`src/rtl/led_scanner.sv`:
```
// led_scanner: WIDTH-bit LED scanner (bounce / rotate-left / rotate-right / bar) with step prescaler.
// Optional macro LED_BRIGHT_EN adds a brightness input and 16-step PWM gating of the LED bank.
module led_scanner #(
    parameter int WIDTH = 8,
    parameter int DIV_W = 24,
    parameter int POS_W = $clog2(WIDTH)
) (
    input  logic             clk,
    input  logic             rst,
    input  logic             en,
    input  logic [1:0]       mode,
    input  logic [DIV_W-1:0] div,
`ifdef LED_BRIGHT_EN
    input  logic [3:0]       brightness,
`endif
    output logic [WIDTH-1:0] LED,
    output logic [POS_W-1:0] pos,
    output logic             dir,
    output logic             step,
    output logic             sweep_done
);

    typedef enum logic [1:0] {BOUNCE = 2'b00, ROT_L = 2'b01, ROT_R = 2'b10, BAR = 2'b11} mode_t;

    localparam logic [POS_W-1:0] PMAX  = POS_W'(WIDTH - 1);
    localparam logic [POS_W-1:0] PTURN = POS_W'(WIDTH - 2);

    logic [DIV_W-1:0] cnt;
    logic             tick;
    mode_t            mode_i;
    mode_t            mode_q;
    logic [POS_W-1:0] pos_n;
    logic             dir_n;
    logic             sw_n;
    logic [WIDTH-1:0] onehot;
    logic [WIDTH-1:0] therm;
    logic [WIDTH-1:0] pattern;

    assign mode_i = mode_t'(mode);
    assign tick   = en && (cnt == div);

    // Next position/direction under the currently requested mode; only consumed on a tick.
    always_comb begin
        pos_n = pos;
        dir_n = dir;
        sw_n  = 1'b0;
        case (mode_i)
            ROT_L: begin
                pos_n = (pos == PMAX) ? '0 : pos + 1'b1;
                dir_n = 1'b0;
                sw_n  = (pos == PMAX);
            end
            ROT_R: begin
                pos_n = (pos == '0) ? PMAX : pos - 1'b1;
                dir_n = 1'b1;
                sw_n  = (pos == '0);
            end
            default: begin
                if (!dir) begin
                    pos_n = (pos == PMAX) ? PTURN : pos + 1'b1;
                    dir_n = (pos == PMAX);
                end else begin
                    pos_n = (pos == '0) ? POS_W'(1) : pos - 1'b1;
                    dir_n = (pos != '0);
                    sw_n  = (pos == '0);
                end
            end
        endcase
    end

    // Prescaler, pattern state and registered step/sweep pulses; the displayed mode follows the tick.
    always_ff @(posedge clk) begin
        if (rst) begin
            cnt        <= '0;
            pos        <= '0;
            dir        <= 1'b0;
            step       <= 1'b0;
            sweep_done <= 1'b0;
            mode_q     <= BOUNCE;
        end else begin
            step       <= tick;
            sweep_done <= tick && sw_n;
            if (en)
                cnt <= tick ? '0 : cnt + 1'b1;
            if (tick) begin
                pos    <= pos_n;
                dir    <= dir_n;
                mode_q <= mode_i;
            end
        end
    end

    assign onehot = WIDTH'(1) << pos;

    for (genvar i = 0; i < WIDTH; i++) begin : g_therm
        assign therm[i] = (POS_W'(i) <= pos);
    end

    assign pattern = (mode_q == BAR) ? therm : onehot;

`ifdef LED_BRIGHT_EN
    logic [3:0] pwm_cnt;

    // Free-running PWM phase counter, independent of en.
    always_ff @(posedge clk) begin
        if (rst)
            pwm_cnt <= '0;
        else
            pwm_cnt <= pwm_cnt + 1'b1;
    end

    assign LED = pattern & {WIDTH{pwm_cnt < brightness}};
`else
    assign LED = pattern;
`endif

endmodule

```
`config.mk`:
```
export PLATFORM = sky130hd
export DESIGN_NAME = led_scanner
export DESIGN_NICKNAME = d
export VERILOG_FILES = /design/src/rtl/led_scanner.sv
export SDC_FILE = /design/constraint.sdc
export NUM_CORES = 1
export LEC_CHECK = 0
export ABC_AREA = 1
export BUFFER_PORTS_ARGS = -buffer_cell sky130_fd_sc_hd__buf_2
export CORE_ASPECT_RATIO = 0.5
export CORE_MARGIN = 5
export CORE_UTILIZATION = 56
export DETAILED_ROUTE_END_ITERATION = 16
export GPL_TIMING_DRIVEN = 0
export PLACE_DENSITY_LB_ADDON = 0.3
export RECOVER_POWER = 50
export SYNTH_ARGS = -nofsm -noshare
export SYNTH_HDL_FRONTEND = slang
export SYNTH_SLANG_ARGS = --single-unit
```
`constraint.sdc`:
```
create_clock -name clk -period 1.9 [get_ports clk]
set_input_delay 0.38 -clock clk [delete_from_list [all_inputs] [get_ports clk]]
set_output_delay 0.38 -clock clk [all_outputs]
set_load 0.1 [all_outputs]
```
==> qor_table.md <==
| Parameter | This run |
| --- | --- |
| Async set-or-reset flop fraction in the synthesized netlist | 0% |
| Via/cell ratio | 5.25 |
| Die Height | 55.9 um |
| Worst-Skew Late Latency | 0.29 ns |
| Most frequent standard cell in the layout excluding fill and tap cells | nand2_1 |
| Most used cells in the layout excluding fill and tap cells | nand2_1 (107), nor2_1 (64), inv_1 (52) |
| Finish-stage setup viols | 0 |
| Hold Violations, Final | 0 |
| Via count of the first global-routing pass | 2335 |
| EDFF count, synth | 0 |
| Grt met3 use | 4.76% |
| Critical path class | flop to output port |
| Worst clock skew | 0.00527 ns |
| Final cell count without fillers | 498 |
| Number of instances in the placed design | 483 |
| M1 GR Usage | 27.7% |
| Detail Placement HPWL | 4740 um |
| Top Usage Layer GRT | met2 |
| Result of the run | finished clean |
| Number of max-slew violations in the final report | 0 |
| Cell variety after synth | 30 |
| Max-cap viol count | 0 |
| Antenna Diode Count | 0 |
| Setup repair after global routing missed its margin | yes |
| Pre-antenna DRT Iters | 5 |
| H-tree depth | 2 |
| Port-buffer cells | 42 |
| TritonCTS clock tree | yes |
| Number of warnings reported in the yosys synthesis log | 0 |
| Mapped Avg Cell Area | 6.10 sq um |
| Reg-to-reg startpoint | pos[2]$_SDFFE_PP0P_ |
| Highest ir drop seen on vdd | 0.316 mV |
| Number of cells produced by synthesis | 387 |
| Number of buffers inserted during clock tree synthesis | 5 |
| Number of fill cells | 317 |
| Total power | 1.40 mW |
| Initial cell density of the core | 59.3% |
| Tightest Hold Check Type | input pin to flop |
| Total vias in the final route | 2616 |
| Global-route wire length before repair | 9970 um |
| Area inside the core boundary | 3980 sq um |
| Final instance area | 2950 sq um |
| Achievable Freq | 0.532 GHz |
| Critical Path Sink Type | output port |
| Origin of the worst min-delay path | rst |
| Pwr per Cell Area | 474 nW/um^2 |
| P_leak | 1.35 nW |
| Sequential fraction of the synthesis area | 27.1% |
| Headroom to the max-slew limit | 64.1% |
| Proportion of layout cells with a drive suffix above 1 | 21.4% |
| Cell Area, Placed | 2710 sq um |
| Drt drc | 0 |
| Final ANT Viol Nets | 0 |
| Routability congestion estimate | 0.944 |
| Mapped Nets | 427 |
| NumNets Final | 484 |
| Worst Path Required | 1.52 ns |
| Number of synthesized register bits | 32 |
| Portion of the clock cycle consumed by the worst path in the final layout | 98.9% |
| Arrival time reported for the critical path endpoint | 1.50 ns |
| Sink count of the clock tree | 32 |
| Number of violations reported at the end of detailed-routing iteration 0 | 163 |
| Largest net degree at the start of global routing | 11 |
| Number of top-level pins | 43 |
| CTS Buffer Depth | 2 |
| Worst reg-to-reg setup slack | 0.04 ns |
| Clock-pin slew reported for the worst setup and hold paths after clock tree synthesis | 0.06 ns |
| Relative area change from synthesis to final layout | 25.0% |
| Cell area after technology mapping | 2360 sq um |
| Gr usage total | 21.3% |
| Total global routing overflow | 0 |
| Share of the core filled with cells | 74.1% |
| Hold bufs inserted after CTS | 0 |
| Initial antenna violation count | 0 |
| Overall die area | 5700 sq um |
| Critical Path Source Type | flop |
| Worst slew pin tran | 0.542 ns |
| Drt total wl | 6290 um |
| Average wire per standard cell | 12.6 um |
| Clock Root Buffer | clkbuf_8 |
| Worst hold slack | 0.287 ns |
| Worst setup path startpoint | pos[2]$_SDFFE_PP0P_ |
| Die Span X | 102 um |
| Number of standard-cell rows in the floorplan | 16 |
| Most used flip-flop cell after synthesis | dfxtp_1 |
| CP Max Fanout | 10 |
| Shortest period the worst path allows | 1.88 ns |
| GR met2 Demand/Resource | 35.5% |
power by group:
part | switching [mW] | internal [mW]
Sequential | 0.00528 | 0.671
Combinational | 0.0899 | 0.0621
Clock | 0.249 | 0.322
layout make-up:
class | count | area, sq um | area share, %
clock buffer | 7 | 96.3 | 3.26
buffer | 5 | 45.0 | 1.53
timing repair buffer | 50 | 322 | 10.9
multi-input combinational | 288 | 1530 | 51.7
sequential | 32 | 653 | 22.1
tap | 54 | 67.6 | 2.29
inverter | 62 | 244 | 8.26
flip-flops by register name, indices dropped and copies added (netlist names):
register	flops
sweep_done	1
step	1
dir	1
cnt	24
mode_q	2
pos	3
per-layer routing:
layer | wire length, um | part of all wire (%)
met3 | 496 | 7.9
met1 | 2820 | 45
met5 | 0 | 0
met4 | 57 | 0.91
met2 | 2920 | 46
through the flow:
step                setup WS [ns]  TNS [ns]
finish                     0.0211         0
detailed placement        -0.0783   -0.0783
floorplan                  -0.721     -1.25
global placement          -0.0191   -0.0191
global route              -0.0586    -0.174
CTS                        -0.105    -0.311
cell usage after synthesis (2+ instances only):
cell type,number,area share (%)
a21oi_1,2,0.42
buf_6,3,1.4
dfxtp_1,32,27
ha_1,11,5.8
inv_1,56,8.9
inv_2,5,0.79
nand2_1,108,17
nand3_1,25,5.3
nand4_1,11,2.9
nor2_1,66,10
nor2_2,4,1.1
nor3_1,6,1.3
o21ai_0,22,4.7
o22ai_1,2,0.53
xnor2_1,5,1.9
xor2_1,15,5.6
path summary, 6_finish.rpt:
| kind | end | cells past startpoint |
|---|---|---|
| max | LED[6] | 5 |
| min | sweep_done$_SDFF_PP0_ | 2 |
| max reg2reg | pos[2]$_SDFFE_PP0P_ | 10 |
| min reg2reg | mode_q[0]$_SDFFE_PP0P_ | 2 |
what timing repair did:
action | 4_1_cts | 5_1_grt
endpoints found under the setup margin | 8 | 9
buffers inserted | 0 | 8
resized for setup | 13 | 21
pin swaps | 0 | 2
critical path: stages, from the launching register on:
cell and delay, ns:
dfxtp_4 0.37, buf_8 0.15, clkinvlp_4 0.15, buf_4 0.18
a21oi_4 0.12, buf_6 0.24
kinds of logic after synthesis:
kind of cell	Yosys count	synth area share, %
and+or+nand+nor	229	41.7
buffers and inverters	67	11.7
DFF	32	27.1
AOI/OAI and AO/OA	28	6.25
xor gates and xnor gates	20	7.42
adders and majority gates	11	5.83
Power figures use the tool's default switching activity.
